`config.mk`:
```
export PLATFORM = sky130hd
export DESIGN_NAME = tick_down_timer
export DESIGN_NICKNAME = d
export VERILOG_FILES = /design/src/rtl/tick_down_timer.sv
export SDC_FILE = /design/constraint.sdc
export NUM_CORES = 1
export LEC_CHECK = 0
export CORE_AREA = 2 2 49 51
export DETAILED_ROUTE_END_ITERATION = 7
export DIE_AREA = 0 0 51 53
export DONT_BUFFER_PORTS = 1
export HOLD_SLACK_MARGIN = 0.12
export PLACE_DENSITY = 0.72
export RECOVER_POWER = 25
export SYNTH_ARGS = -nofsm -noshare
export SYNTH_HDL_FRONTEND = slang
export SYNTH_SLANG_ARGS = --single-unit
export TNS_END_PERCENT = 10
```
`constraint.sdc`:
```
create_clock -name clk_i -period 1.56 [get_ports clk_i]
set_input_delay 0.312 -clock clk_i [delete_from_list [all_inputs] [get_ports clk_i]]
set_output_delay 0.312 -clock clk_i [all_outputs]
set_load 0.01 [all_outputs]
```
`src/rtl/tick_down_timer.sv`:
```
// Programmable down-counting tick timer with one-shot / auto-reload modes and a
// sticky expiry interrupt (irq) with overrun tracking. All outputs are registered.
module tick_down_timer #(
  parameter int unsigned W = 8
) (
  input  logic         clk_i,
  input  logic         rst_i,
  input  logic         tick_in_i,
  input  logic         start_i,
  input  logic         stop_i,
  input  logic [W-1:0] load_val_i,
  input  logic         reload_i,
  input  logic         irq_ack_i,
  output logic         busy_o,
  output logic [W-1:0] remaining_o,
  output logic         irq_o,
  output logic         overrun_o,
  output logic         err_o
);

  typedef enum logic [0:0] {StIdle, StRun} state_e;

  state_e       state_q, state_d;
  logic [W-1:0] rem_q, rem_d;
  logic [W-1:0] load_q, load_d;
  logic         reload_q, reload_d;
  logic         irq_q, irq_d;
  logic         overrun_q, overrun_d;
  logic         err_q, err_d;
  logic         expiry;

  // Counting: stop beats start, start beats tick.
  always_comb begin
    state_d  = state_q;
    rem_d    = rem_q;
    load_d   = load_q;
    reload_d = reload_q;
    err_d    = 1'b0;
    expiry   = 1'b0;

    if (stop_i) begin
      state_d = StIdle;
      rem_d   = '0;
    end else if (start_i) begin
      if (load_val_i == '0) begin
        err_d = 1'b1;
      end else begin
        state_d  = StRun;
        rem_d    = load_val_i;
        load_d   = load_val_i;
        reload_d = reload_i;
      end
    end else if (tick_in_i && (state_q == StRun)) begin
      if (rem_q == W'(1)) begin
        expiry = 1'b1;
        if (reload_q) begin
          rem_d = load_q;
        end else begin
          rem_d   = '0;
          state_d = StIdle;
        end
      end else begin
        rem_d = rem_q - W'(1);
      end
    end
  end

  // Interrupt handshake: an ack in the same cycle as an expiry consumes only the old event.
  always_comb begin
    irq_d     = irq_q;
    overrun_d = overrun_q;
    if (expiry) begin
      irq_d = 1'b1;
      if (irq_ack_i) begin
        overrun_d = 1'b0;
      end else if (irq_q) begin
        overrun_d = 1'b1;
      end
    end else if (irq_ack_i) begin
      irq_d     = 1'b0;
      overrun_d = 1'b0;
    end
  end

  always_ff @(posedge clk_i or posedge rst_i) begin
    if (rst_i) begin
      state_q   <= StIdle;
      rem_q     <= '0;
      load_q    <= '0;
      reload_q  <= 1'b0;
      irq_q     <= 1'b0;
      overrun_q <= 1'b0;
      err_q     <= 1'b0;
    end else begin
      state_q   <= state_d;
      rem_q     <= rem_d;
      load_q    <= load_d;
      reload_q  <= reload_d;
      irq_q     <= irq_d;
      overrun_q <= overrun_d;
      err_q     <= err_d;
    end
  end

  assign busy_o      = (state_q == StRun);
  assign remaining_o = rem_q;
  assign irq_o       = irq_q;
  assign overrun_o   = overrun_q;
  assign err_o       = err_q;

endmodule
```
==> results of run 1 <==
-- power by group through the flow --
stage	registers, mW	logic (mW)	clock network (mW)
final	0.665	0.432	0.258
after global routing	0.673	0.469	0.279
after CTS	0.663	0.409	0.268
after detailed placement	0.675	0.386	0
after global placement	0.673	0.378	0
after floorplan	0.683	0.217	0
-- sequential cells by signal, indices dropped and copies added, names as in the netlist --
signal and flops:
busy_o 1, err_o 1, irq_o 1, load_q 8, overrun_o 1, reload_q 1
remaining_o 8
-- per-stage QoR --
stage / cell area, sq um / worst slack, ns / std cells / hold slack [ns]
2_1_floorplan: 1160 / -0.0966 / 116 / 0.288
3_3_place_gp: 1380 / -0.123 / 166 / 0.247
3_5_place_dp: 1380 / -0.192 / 166 / 0.248
4_1_cts: 1450 / -0.195 / 175 / 0.135
5_1_grt: 1480 / -0.289 / 175 / 0.128
6_report: 1480 / -0.245 / 175 / 0.143
-- synth_stat cells (2+ instances only) --
cell	count
ha_1	2
a21oi_1	9
inv_1	4
a221o_1	2
dfrtp_1	21
o21ai_0	5
nor4_1	3
nor3_1	7
nor2_2	2
and3_1	4
buf_2	2
nand2_1	7
nand3_1	3
xnor2_1	2
o31ai_1	4
clkbuf_1	3
a22o_1	8
o21ai_1	2
a221oi_1	2
nor2_1	6
-- critical path, delay by kind of cell (launching register included) --
family           cells  cell delay, ns
flip-flops           1            0.45
AND/OR/NAND/NOR      1            0.60
AO/OA/AOI/OAI        3            0.65
-- cells in the final DEF, fill, tap and decap left out, types with 2 or more instances in the layout --
master and count:
buf_4 29, dfrtp_1 18, a22o_1 8, a21oi_1 7, nor3_1 7, nand2_1 6, nor2_1 5, and3_1 4
o31ai_1 4, o21ai_0 4, nor4_1 3, o21ai_1 3, nand3_1 3, inv_1 3, clkbuf_4 3, dlygate4sd3_1 3
dfrtp_2 3, nor2_2 2, a221oi_1 2, xnor2_1 2, a221o_1 2, a21oi_2 2
-- path summary, 6_finish.rpt --
kind                                   to  slack (ns)
max in group asynchronous  remaining_o[1]        0.62
hold / removal                  load_q[3]        0.14
setup reg to reg           remaining_o[7]       -0.25
hold reg to reg                 load_q[2]        0.51
setup / recovery           remaining_o[7]       -0.25
min in group asynchronous       load_q[0]        0.56
-- cells by family after synthesis --
logic type	Yosys count	synth area share, %
xor gates and xnor gates	2	1.54
AOI/OAI and AO/OA	40	24.7
adders and majority gates	2	2.20
muxes	1	0.992
buffers and inverters	10	3.86
and+or+nand+nor	40	20.4
DFF	21	46.3
-- cell type report --
cell class              instances  area share, %
clock buffers                   3           1.53
clock inverters                 1          0.339
inverters                       4           1.02
multi-input cells              85           41.7
flip-flops and latches         21           35.9
well taps                      28           2.37
repair buffers                 33           17.1
-- repair_timing --
item | CTS | global route
resized for setup | 2 | 5
buffers inserted | 2 | 0
pin swaps | 1 | 3
hold endpoints to repair | 25 | 0
setup endpoints to repair | 9 | 10
hold buffers | 3 | 0
-- layer usage --
metal	wire length, um	up-vias	GRT usage [%]
li1	-	503	-
met1	1300	527	34.6
met2	1540	61	40.5
met3	225	6	3.39
met4	55	0	10.4
met5	0	-	0
==> impl_metrics.json, run 1 <==
{
  "grt_pass1_wl_um": 4970,
  "min-delay-start": "load_val_i[3]",
  "viasPerCell": 6.27,
  "slew_viol_final": 0,
  "drc": 0,
  "path_cells": "or4_4 -> o41ai_4 -> a21oi_2 -> a221o_1",
  "violations": "negative setup slack",
  "fmax_mhz": 554,
  "syn_avg_cell_area_sq_um": 9.78,
  "seq_area_sq_um": 529,
  "grt_max_degree": 22,
  "wirelength_um": 3130,
  "cts_tree": "done",
  "htree_levels": 1,
  "ys_ff_latch": 21,
  "maxCapViolCount": 0,
  "cts.sinks": 21,
  "dieHeight_um": 53,
  "gr-total-overflow": 0,
  "dpl.hpwl_um": 2280,
  "die-area_sq_mm": 0.00270,
  "switchingPower_uw": 437,
  "power_mw": 1.35,
  "setup_ws_ns": -0.245,
  "crit_start": "remaining_o[0]",
  "ioPinCount": 27,
  "grt_usage_pct": 25.3,
  "root_buffer": "clkbuf_4",
  "combPwrFrac_pct": 31.9,
  "final_core_utilization_pct": 68.7,
  "clock_power_share_pct": 19.0,
  "ys_seq_area_share_pct": 46.3,
  "drive_above_1_share_pct": 36.1,
  "max_stage_delay_ns": 0.60,
  "required_ns": 1.75,
  "core_sq_mm": 0.00215,
  "cp_slowest_cell": "or4_4",
  "rows": 17,
  "drt-initial-drc-count": 47,
  "finalHoldViolCount": 0,
  "finalSetupViolCount": 10,
  "ir_worst_vdd_mv": 0.673,
  "rsz0062_at_grt": "yes",
  "worst_clock_skew_ns": 0.000473,
  "min_path_type": "primary input to register",
  "synth-async-reset-ratio_pct": 100,
  "p_per_area_mw_per_mm2": 918,
  "reg2reg_depth": 4,
  "path_clk_slew_ns": 0.11,
  "initial_utilization_pct": 52.8,
  "pwr-share-seq_pct": 49.1,
  "wire_per_inst_um": 17.9,
  "hold_depth": 1,
  "fin_crit_sh_pct": 116,
  "fillers": 171,
  "start_kind": "register",
  "clk_latency_ns": 0.30,
  "clockBufferDepth": 2,
  "criticalPathCategory": "register to register",
  "first_global_vias": 1055,
  "synth_top_flop_cell": "dfrtp_1",
  "arrival_ns": 2.00,
  "worst_pin_slew_ns": 0.527,
  "vias": 1097,
  "antenna_found_initial": 0,
  "p_leak_nw": 0.652,
  "diodes": 0,
  "synth_area_sq_mm": 0.00113,
  "slew_headroom_pct": 64.9,
  "synth_edf_count": 0,
  "synthCells": 116,
  "outcome": "finished, violations left",
  "sw_frac_of_total_pct": 32.3,
  "timing.setup.tns_ns": -1.04,
  "fin_nets": 165,
  "cts-buffers-inserted": 3,
  "place.gp.congestion": 0.886,
  "power.internal_uw": 917,
  "synth.net_count": 133,
  "die_w_um": 51,
  "multiInputGateArea_sq_um": 616,
  "detail-route-antenna-nets": 0,
  "yosys.area.top_type": "dfrtp_1",
  "netlist.area_leader.share_pct": 46.3,
  "endpoint_kind": "register",
  "dr.pass1.iters": 5,
  "synthTopCellsByArea": "dfrtp_1 46%, a22o_1 6.2%, a21oi_1 4.0%, nor3_1 3.1%, o31ai_1 2.6%",
  "rr_startpoint": "remaining_o[0]",
  "ys_types": 38,
  "synth_warnings": 0,
  "io_buffers": 0,
  "cp_max_fo": 4,
  "min_period_ns": 1.81,
  "area_growth_pct": 30.0
}
Power figures use the tool's default switching activity.
==> run 2: changes to the inputs <==
REMOVE_ABC_BUFFERS = 1   (was default)
SKIP_CTS_REPAIR_TIMING = 1   (was default)
==> run 2 against run 1 <==
The flow still finishes with violations (negative setup slack). Core utilization is 2.7 points higher. Sequential share of layout area is 1.6 points lower. Non-clock buffer count is 1 higher. Clock power is 5% higher. Sequential cell count stayed put. Design area is 4.0% higher. Worst setup slack better by 0.072 ns. Via count is 1.2% higher. Final cell count is 0.57% higher. Die area stayed put. Count of clock-buffer cells in the layout stayed put. Maximum frequency is 4.1% higher. Critical path type unchanged. Largest power group unchanged.
==> impl_metrics.json, run 2 (synthesis gave the netlist of run 1 again) <==
{
  "path_delay_family": "simple AND/OR/NAND/NOR gates",
  "antenna_found_initial": 0,
  "dp.cells": 162,
  "setup_ws_ns": -0.174,
  "worst_pin_slew_ns": 0.542,
  "cp_max_fo": 3,
  "grt_pass1_wl_um": 5120,
  "dr.pass1.iters": 4,
  "start_kind": "register",
  "path_clk_slew_ns": 0.12,
  "min_period_ns": 1.73,
  "ioPinCount": 27,
  "root_buffer": "clkbuf_4",
  "worst_clock_skew_ns": 0.00805,
  "path_cells": "inv_2 -> ha_4 -> nor4b_4 -> and2_2 -> nor4_2 -> a221oi_2 -> o31ai_1",
  "criticalPathCategory": "register to register",
  "viasPerCell": 6.31,
  "cts.sinks": 21,
  "max_stage_delay_ns": 0.40,
  "io_buffers": 0,
  "path_buf_inv": 1,
  "drc": 0,
  "cts-buffers-inserted": 3,
  "fin_nets": 166,
  "fin_crit_sh_pct": 111,
  "drive_above_1_share_pct": 34.5,
  "final_cells": 176,
  "wire_per_inst_um": 18.6,
  "slew_viol_final": 0,
  "dieHeight_um": 53,
  "p_per_area_mw_per_mm2": 890,
  "clk_latency_ns": 0.32,
  "ir_worst_vdd_mv": 0.704,
  "p_leak_nw": 0.664,
  "wirelength_um": 3280,
  "grt_usage_pct": 26.1,
  "place.gp.congestion": 0.954,
  "violations": "negative setup slack",
  "finalHoldViolCount": 0,
  "first_global_vias": 1082,
  "rows": 17,
  "detail-route-antenna-nets": 0,
  "initial_utilization_pct": 52.8,
  "most-common-layout-cells": "23 x buf_4, 21 x dfrtp_1, 8 x a21oi_1, 8 x a22o_1, 7 x dlygate4sd3_1",
  "endpoint_kind": "register",
  "cp_slowest_cell": "dfrtp_1",
  "drt-initial-drc-count": 35,
  "area_growth_pct": 35.2,
  "rsz0062_at_grt": "yes",
  "min_path_type": "primary input to register",
  "dp_worst_setup_slack_ns": -0.234,
  "die_w_um": 51,
  "grt_max_degree": 22,
  "htree_levels": 1,
  "power_mw": 1.37,
  "arrival_ns": 1.96,
  "required_ns": 1.79,
  "fillers": 154,
  "core_sq_mm": 0.00215,
  "cts_tree": "done",
  "maxCapViolCount": 0,
  "vias": 1110,
  "dpl.hpwl_um": 2290,
  "fmax_mhz": 577,
  "slew_headroom_pct": 63.9,
  "final_core_utilization_pct": 71.4,
  "layout_commonest_cell": "buf_4",
  "gr-total-overflow": 0,
  "outcome": "finished, violations left",
  "timing.setup.tns_ns": -1.14,
  "diodes": 0,
  "die-area_sq_mm": 0.00270,
  "finalSetupViolCount": 8,
  "clockBufferDepth": 2
}
run 2: worst paths after layout:
kind,from,endpoint,slack (ns),cells after the start
worst max-delay path,remaining_o[1],remaining_o[4],-0.17,7
worst min-delay path,load_val_i[5],load_q[5],0.12,1
worst max register to register,remaining_o[1],remaining_o[4],-0.17,7
worst min register to register,load_q[1],load_q[1],0.51,1
max in group asynchronous,rst_i,remaining_o[7],0.65,3
min in group asynchronous,rst_i,load_q[2],0.55,3
run 2: final cells by class:
class | count | area (sq um) | share of cell area [%]
Clock buffer | 3 | 22.5 | 1.47
Clock inverter | 1 | 5.00 | 0.326
Inverter | 4 | 15.0 | 0.979
Multi-Input combinational cell | 85 | 639 | 41.7
Sequential cell | 21 | 526 | 34.3
Tap cell | 28 | 35.0 | 2.28
Timing Repair Buffer | 34 | 292 | 19.0
run 2: routing by layer:
metal	track usage (%)	part of all wire, %
met1	32.2	39
met2	42.4	50
met3	5.65	8.8
met4	14.0	1.9
met5	0	0
run 2: through the flow:
step	cell area, sq um	hold slack (ns)
2_1_floorplan	1110	0.289
3_3_place_gp	1350	0.248
3_5_place_dp	1350	0.256
4_1_cts	1370	-0.0969
5_1_grt	1530	0.120
6_report	1530	0.124
run 2: report_power, final:
group,switching (mW),internal (mW),total [mW]
combinational,0.220,0.215,0.435
sequential,0.0576,0.602,0.659
clock,0.175,0.0961,0.271
==> run 3: changes to the inputs <==
--- a/config.mk
+++ b/config.mk
@@ -15,4 +15,5 @@
 export REMOVE_ABC_BUFFERS = 1
 export SKIP_CTS_REPAIR_TIMING = 1
+export SLEW_MARGIN = 10
 export SYNTH_ARGS = -nofsm -noshare
 export SYNTH_HDL_FRONTEND = slang
==> constraint.sdc (replaced) <==
create_clock -name clk_i -period 1.56 [get_ports clk_i]
set_input_delay 0.312 -clock clk_i [delete_from_list [all_inputs] [get_ports clk_i]]
set_output_delay 0.312 -clock clk_i [all_outputs]
set_load 0.1 [all_outputs]
==> run 3 against run 2 <==
The flow still finishes with violations (negative setup slack). Design area up 2.7%. Combinational power increased by 54%. Maximum frequency fell by 2.8%. Worst setup slack lost 0.051 ns. Non-clock buffer count grew 8. Clock power grew 3%. Sequential share of layout area shrank 0.82 points. Global-route usage increased by 0.53 points. First-iteration DRC count increased by 37%. Sequential power grew 0.8%. Critical path depth unchanged. Die area did not move. Critical endpoint unchanged.
==> impl_metrics.json, run 3 (synthesis gave the netlist of run 1 again) <==
{
  "initial_utilization_pct": 52.8,
  "path_cells": "inv_2 -> ha_4 -> nor4b_4 -> nand2_2 -> nor3b_4 -> a221oi_2 -> o31ai_1",
  "cts-buffers-inserted": 3,
  "cp_max_fo": 7,
  "combPwrFrac_pct": 41.6,
  "fillers": 165,
  "sw_frac_of_total_pct": 41.3,
  "clock_power_share_pct": 17.3,
  "hold_depth": 1,
  "path_buf_inv": 1,
  "whs_ns": 0.132,
  "drive_above_1_share_pct": 37.8,
  "dpl.hpwl_um": 2420,
  "wire_per_inst_um": 18.5,
  "endpoint_kind": "register",
  "ir_worst_vdd_mv": 0.780,
  "setup_ws_ns": -0.224,
  "fin_nets": 174,
  "min_period_ns": 1.78,
  "first_global_vias": 1128,
  "min_to": "load_q[7]",
  "power.internal_uw": 946,
  "gr-total-overflow": 0,
  "drc": 0,
  "htree_levels": 1,
  "worst_pin_slew_ns": 0.541,
  "seq_area_sq_um": 527,
  "criticalPathCategory": "register to register",
  "ioPinCount": 27,
  "path_delay_family": "simple AND/OR/NAND/NOR gates",
  "dr.pass1.iters": 4,
  "final_cells": 184,
  "maxCapViolCount": 0,
  "fin_crit_sh_pct": 114,
  "rsz0062_at_grt": "yes",
  "vias": 1169,
  "antenna_found_initial": 0,
  "pwr-share-seq_pct": 41.2,
  "cp_slowest_cell": "dfrtp_1",
  "path_clk_slew_ns": 0.12,
  "grt_max_degree": 22,
  "place.gp.congestion": 0.957,
  "outcome": "finished, violations left",
  "multiInputGateArea_sq_um": 647,
  "power_mw": 1.61,
  "drt-initial-drc-count": 48,
  "p_leak_nw": 0.704,
  "layout_commonest_cell": "buf_4",
  "switchingPower_uw": 667,
  "rr_startpoint": "remaining_o[1]",
  "cts.sinks": 21,
  "p_per_area_mw_per_mm2": 1020,
  "io_buffers": 0,
  "reg2reg_depth": 7,
  "dieHeight_um": 53,
  "diodes": 0,
  "reg2reg_to": "remaining_o[4]",
  "max_stage_delay_ns": 0.42,
  "core_sq_mm": 0.00215,
  "finalHoldViolCount": 0,
  "clockBufferDepth": 2,
  "violations": "negative setup slack",
  "slew_viol_final": 0,
  "root_buffer": "clkbuf_4",
  "detail-route-antenna-nets": 0,
  "rrSetupSlack_ns": -0.22,
  "grt_usage_pct": 26.6,
  "viasPerCell": 6.35,
  "die-area_sq_mm": 0.00270,
  "required_ns": 1.77,
  "min_path_type": "primary input to register",
  "slew_headroom_pct": 63.9,
  "rows": 17,
  "finalSetupViolCount": 9,
  "area_growth_pct": 38.8,
  "start_kind": "register",
  "arrival_ns": 2.00,
  "min-delay-start": "load_val_i[7]",
  "most-common-layout-cells": "34 x buf_4, 20 x dfrtp_1, 9 x a21oi_1, 8 x a22o_1",
  "cts_tree": "done",
  "grt_pass1_wl_um": 5310,
  "die_w_um": 51,
  "clk_latency_ns": 0.32,
  "fmax_mhz": 560,
  "worst_clock_skew_ns": 0.00460,
  "dp.cells": 172,
  "timing.setup.tns_ns": -1.15,
  "wirelength_um": 3410
}
run 3: routing by layer:
layer | GRT usage, % | share of wire, % | vias up
li1 | - | - | 522
met2 | 42.9 | 49 | 73
met4 | 12.6 | 1.3 | 0
met3 | 4.80 | 9.1 | 5
met5 | 0 | 0 | -
met1 | 34.6 | 40 | 569
run 3: final cells by class:
type	count	area share (%)
Clock buffer	4	1.67
Multi-Input combinational cell	85	41.1
Inverter	4	0.953
Sequential cell	21	33.4
Timing Repair Buffer	42	20.7
Tap cell	28	2.22
run 3: worst max path at each step:
stage	start	endpoint	cells after the start	slack (ns)
6_report	remaining_o[1]	remaining_o[4]	7	-0.22
5_1_grt	remaining_o[1]	remaining_o[4]	7	-0.31
4_1_cts	remaining_o[1]	remaining_o[4]	7	-0.26
3_5_place_dp	remaining_o[1]	remaining_o[4]	7	-0.23
3_3_place_gp	remaining_o[0]	remaining_o[7]	4	-0.16
2_1_floorplan	remaining_o[1]	remaining_o[4]	7	-0.83
run 3: stage by stage:
step / area, sq um / worst slack [ns] / util (%)
after global placement: 1400 / -0.156 / 65.0
after CTS: 1420 / -0.259 / 66.2
after floorplan: 1110 / -0.828 / -
final: 1580 / -0.224 / 73.3
after global routing: 1580 / -0.309 / 73.3
after detailed placement: 1400 / -0.227 / 65.0
run 3: power by group through the flow:
stage	combinational (mW)	sequential (mW)	clock (mW)
2_1_floorplan	0.194	0.872	0
3_3_place_gp	0.582	0.664	0
3_5_place_dp	0.594	0.666	0
4_1_cts	0.598	0.655	0.275
5_1_grt	0.704	0.673	0.300
6_report	0.671	0.664	0.279
